<file path="src/rtl/i2s_rx.sv">
// Oversampled I2S slave receiver: recovers left/right PCM pairs from bck/ws/sd in the clk domain.
// Optional lock detector compiled in with `define I2S_RX_LOCK_EN; otherwise locked is high out of reset.
module i2s_rx #(
  parameter int SAMPLE_W = 24
) (
  input  logic                clk,
  input  logic                reset,
  input  logic                ena,
  input  logic                i2s_bck,
  input  logic                i2s_ws,
  input  logic                i2s_sd,
  output logic [SAMPLE_W-1:0] sample_l,
  output logic [SAMPLE_W-1:0] sample_r,
  output logic                sample_valid,
  output logic [5:0]          slot_bits,
  output logic                locked
);

  logic bck_m, bck_s, bck_d;
  logic ws_m, ws_s;
  logic sd_m, sd_s;

  // bck_d is treated as part of the synchronizer so ena toggling cannot fake a rise
  always_ff @(posedge clk) begin
    if (reset) begin
      bck_m <= 1'b0;
      bck_s <= 1'b0;
      bck_d <= 1'b0;
      ws_m  <= 1'b0;
      ws_s  <= 1'b0;
      sd_m  <= 1'b0;
      sd_s  <= 1'b0;
    end else begin
      bck_m <= i2s_bck;
      bck_s <= bck_m;
      bck_d <= bck_s;
      ws_m  <= i2s_ws;
      ws_s  <= ws_m;
      sd_m  <= i2s_sd;
      sd_s  <= sd_m;
    end
  end

  logic                rise, boundary, emit;
  logic                ws_prev, aligned, have_l;
  logic [SAMPLE_W-1:0] sr, hold_l, word;
  logic [5:0]          bitcnt, slot_len;
  logic                lock_next;

  assign rise     = bck_s & ~bck_d;
  assign boundary = rise && (ws_s != ws_prev);
  assign emit     = boundary && aligned && ws_prev && have_l;

  // Bit n of a slot lands at position SAMPLE_W-1-n; bits past the word width fall off
  always_comb begin
    word = sr;
    for (int i = 0; i < SAMPLE_W; i++) begin
      if (int'(bitcnt) == SAMPLE_W - 1 - i) word[i] = sd_s;
    end
    slot_len = (bitcnt == 6'd63) ? 6'd63 : bitcnt + 6'd1;
  end

`ifdef I2S_RX_LOCK_EN
  logic [5:0] len_l, len_prev;
  logic [1:0] cons_cnt;
  logic       consistent;

  assign consistent = (len_l == slot_len) && (slot_len == len_prev);
  assign lock_next  = consistent && (cons_cnt != 2'd0);
`else
  assign lock_next  = 1'b1;
`endif

  always_ff @(posedge clk) begin
    if (reset || !ena) begin
      ws_prev      <= 1'b0;
      aligned      <= 1'b0;
      have_l       <= 1'b0;
      sr           <= '0;
      hold_l       <= '0;
      bitcnt       <= '0;
      sample_l     <= '0;
      sample_r     <= '0;
      sample_valid <= 1'b0;
      slot_bits    <= '0;
      locked       <= 1'b0;
`ifdef I2S_RX_LOCK_EN
      len_l        <= '0;
      len_prev     <= '0;
      cons_cnt     <= '0;
`endif
    end else begin
      sample_valid <= 1'b0;
`ifndef I2S_RX_LOCK_EN
      locked       <= 1'b1;
`endif
      if (rise) begin
        ws_prev <= ws_s;
        if (!boundary) begin
          sr <= word;
          if (bitcnt != 6'd63) bitcnt <= bitcnt + 6'd1;
        end else begin
          // This bit is the LSB of the channel that just ended
          slot_bits <= slot_len;
          sr        <= '0;
          bitcnt    <= '0;
          aligned   <= 1'b1;
          if (aligned && !ws_prev) begin
            hold_l <= word;
            have_l <= 1'b1;
`ifdef I2S_RX_LOCK_EN
            len_l  <= slot_len;
`endif
          end
          if (emit) begin
            have_l <= 1'b0;
            if (lock_next) begin
              sample_l     <= hold_l;
              sample_r     <= word;
              sample_valid <= 1'b1;
            end
`ifdef I2S_RX_LOCK_EN
            len_prev <= slot_len;
            locked   <= lock_next;
            if (!consistent)            cons_cnt <= 2'd0;
            else if (cons_cnt != 2'd2)  cons_cnt <= cons_cnt + 2'd1;
`endif
          end
        end
      end
    end
  end

endmodule
</file>
<file path="config.mk">
export PLATFORM = sky130hd
export DESIGN_NAME = i2s_rx
export DESIGN_NICKNAME = d
export VERILOG_FILES = /design/src/rtl/i2s_rx.sv
export SDC_FILE = /design/constraint.sdc
export NUM_CORES = 1
export LEC_CHECK = 0
export CORE_MARGIN = 2
export CORE_UTILIZATION = 55
export CTS_BUF_LIST = sky130_fd_sc_hd__clkbuf_2
export CTS_CLUSTER_SIZE = 40
export DETAILED_ROUTE_END_ITERATION = 10
export GPL_TIMING_DRIVEN = 0
export PLACE_DENSITY = 0.79
export RECOVER_POWER = 25
export SYNTH_ARGS = -nofsm -noshare
export SYNTH_HDL_FRONTEND = slang
export SYNTH_SLANG_ARGS = --single-unit
</file>
<file path="constraint.sdc">
create_clock -name clk -period 4.7 [get_ports clk]
set_input_delay 0.47 -clock clk [delete_from_list [all_inputs] [get_ports clk]]
set_output_delay 0.47 -clock clk [all_outputs]
set_load 0.005 [all_outputs]
</file>
==> results.yml <==
drt:
  wl_um: 11500
  ant_nets: 0
  vias: 4137
  dr.pass1.iters: 5
  drc: 0
  initialDrtViolationCount: 297
  via_per_inst: 5.61
  wl_per_cell_um: 15.6
sta:
  timing.setup.tns_ns: 0
  worst_pin_slew_ns: 0.568
  rsz0062_at_grt: "false"
  relSlewSlack_pct: 62.1
  hold_viol: 0
  fin_crit_sh_pct: 48.0
  max_freq_mhz: 443
  min_period_ns: 2.26
  clock_skew_ns: 0.0195
  finalMaxSlewViolations: 0
  holdWs_ns: 0.336
  setup_viol: 0
cts:
  ctsResizeCount: 0
  clockBufferDepth: 2
  postCtsSetupBuffers: 0
  htreeDepth: 4
  clk_pin_slew_ns: 0.18
  cts_made_buffers: 17
  cts.sinks: 120
  cts_hold_buf: 0
  clkLatencyLatePin_ns: 0.66
  cts_tree: "built"
  clockRootBuffer: "clkbuf_2"
global_routing:
  grt_overflow: 0
  first_global_vias: 3776
  grt_max_degree: 17
  antenna_found_initial: 0
  grt_pass1_wl_um: 18600
  grtUsageTotal_pct: 26.6
layout:
  antennaDiodeCount: 0
  multi_input_area_mm2: 0.00198
  syn2layout_area_growth_pct: 20.2
  final_util_pct: 68.4
  final_common_cell: "dfxtp_1"
  fillers: 696
  register_area_mm2: 0.00240
  final_cell_mix: "120 x dfxtp_1, 105 x a21oi_1, 78 x nand2_1"
  nNetsFinal: 629
  drive_above_1_share_pct: 9.65
critical_path:
  cp-start-kind: "register"
  slowest_delay_ns: 0.38
  cp.arrival_ns: 2.85
  cpMostUsedCell: "clkbuf_1"
  crit_type: "register to register"
  crit_required_ns: 5.29
  cp_slowest_cell: "dfxtp_1"
  endpoint_kind: "register"
  critPathMaxFanout: 10
  critPathTopFamily: "buffers and inverters"
  path_buf_inv: 3
  path_cells: "nor2b_1 > clkbuf_1 > and4_1 > clkbuf_1 > clkbuf_1 > nand2_1 > a21oi_1"
yosys:
  postSynthCellCount: 539
  synthAdderAreaFrac_pct: 1.06
  yosys_warnings: 0
  synth_edf_count: 0
  synth-compound-area-share_pct: 21.6
  synth_xor_area_share_pct: 1.09
  async_reset_ff_share_pct: 0
  yosys.area.top_type: "dfxtp_1"
  yosysSeqAreaShare_pct: 51.1
  syn_nets: 549
  synth.cell_area_mm2: 0.00470
  synthTopCellsByArea: "dfxtp_1 51%, a21oi_1 11%, nand2_1 6.2%"
  synthDistinctLibCells: 45
  synth_area_per_cell_um2: 8.72
  synth_top_family_by_area: "compound AO/OA/AOI/OAI gates"
  ys_seq_elements: 120
  yosysTopAreaCellShare_pct: 51.1
  synth_top_flop_cell: "dfxtp_1"
  yosys.area_share.simple_pct: 13.4
  synth.mux.area_fraction_pct: 5.11
min_path:
  hold_path.class: "input pin to register"
floorplan:
  rows: 33
  die-area_mm2: 0.00930
  ios: 62
  die-height_um: 96.5
  start_util_pct: 56.9
  core_area_mm2: 0.00826
  fp.dieW_um: 96.5
place:
  hpwl_um: 8240
  io_buffer_count: 61
  place_congestion: 0.880
power_and_ir_drop:
  cellPowerDensity_mw_per_mm2: 306
  ir_worst_vdd_mv: 0.212
  p_leak_nw: 2.07
flow_run:
  drv_cap: 0
status:
  outcome: "finished, final reports clean"
Yosys cell counts (2+ instances only):
| cell | count |
|---|---|
| o21ai_0 | 33 |
| clkbuf_1 | 12 |
| a22oi_1 | 2 |
| buf_4 | 8 |
| ha_1 | 4 |
| buf_2 | 20 |
| nor2_1 | 9 |
| nand3_1 | 5 |
| nor4b_2 | 3 |
| nand2_1 | 78 |
| dfxtp_1 | 120 |
| mux2i_1 | 24 |
| and3_1 | 2 |
| and4bb_2 | 2 |
| a21oi_1 | 105 |
| xnor2_1 | 3 |
| inv_1 | 27 |
| o21ai_1 | 22 |
| o22ai_1 | 24 |
| nor2b_1 | 9 |
| nor3_1 | 3 |
final cells by class:
type / instances / area share [%]
multi-input combinational: 350 / 35.0
clock buffer: 17 / 1.51
inverter: 28 / 1.86
buffer: 41 / 3.34
tap: 105 / 2.33
timing repair buffer: 61 / 10.8
clock inverter: 15 / 2.68
sequential: 120 / 42.5
registers in the layout, indices dropped and copies added (netlist names), 6 cells and up:
| register | cells |
|---|---|
| hold_l | 24 |
| sample_l | 24 |
| sample_r | 24 |
| sr | 24 |
| bitcnt | 6 |
| slot_bits | 6 |
through the flow:
step | area, um^2 | worst slack (ns) | instances | power, W
2_1_floorplan | 4700 | 3.02 | 539 | 0.00108
3_3_place_gp | 5440 | 2.31 | 705 | 0.00110
3_5_place_dp | 5440 | 2.25 | 705 | 0.00110
4_1_cts | 5680 | 2.62 | 737 | 0.00173
5_1_grt | 5650 | 2.24 | 737 | 0.00178
6_report | 5650 | 2.44 | 737 | 0.00173
routing by layer:
| metal | GRT usage (%) | share of wire, % | vias up |
|---|---|---|---|
| li1 | - | - | 2028 |
| met1 | 36.4 | 45 | 1952 |
| met2 | 42.7 | 47 | 143 |
| met3 | 6.67 | 6.6 | 14 |
| met4 | 5.87 | 0.94 | 0 |
| met5 | 0 | 0 | - |
logic make-up after synthesis:
family	count (synthesis)
xor gates and xnor gates	5
DFF	120
adders and majority gates	4
and+or+nand+nor	125
muxes	24
buffers and inverters	69
AOI/OAI and AO/OA	192
final timing paths:
kind	start	end	slack, ns	depth (start not counted)
hold reg to reg	hold_l[8]$_SDFFE_PN0P_	sample_l[8]$_SDFFE_PN0P_	0.45	2
hold / removal	i2s_ws	ws_m$_SDFF_PP0_	0.34	2
setup / recovery	bck_s$_SDFF_PP0_	sample_l[3]$_SDFFE_PN0P_	2.44	7
setup reg to reg	bck_s$_SDFF_PP0_	sample_l[3]$_SDFFE_PN0P_	2.44	7
where the power goes:
part	switching [W]	internal, W	total (W)
clock network	0.000408	0.000243	0.000651
registers	0.00000231	0.00102	0.00102
logic	0.0000336	0.0000181	0.0000517
Note: power is estimated with default switching activity, not from simulation.
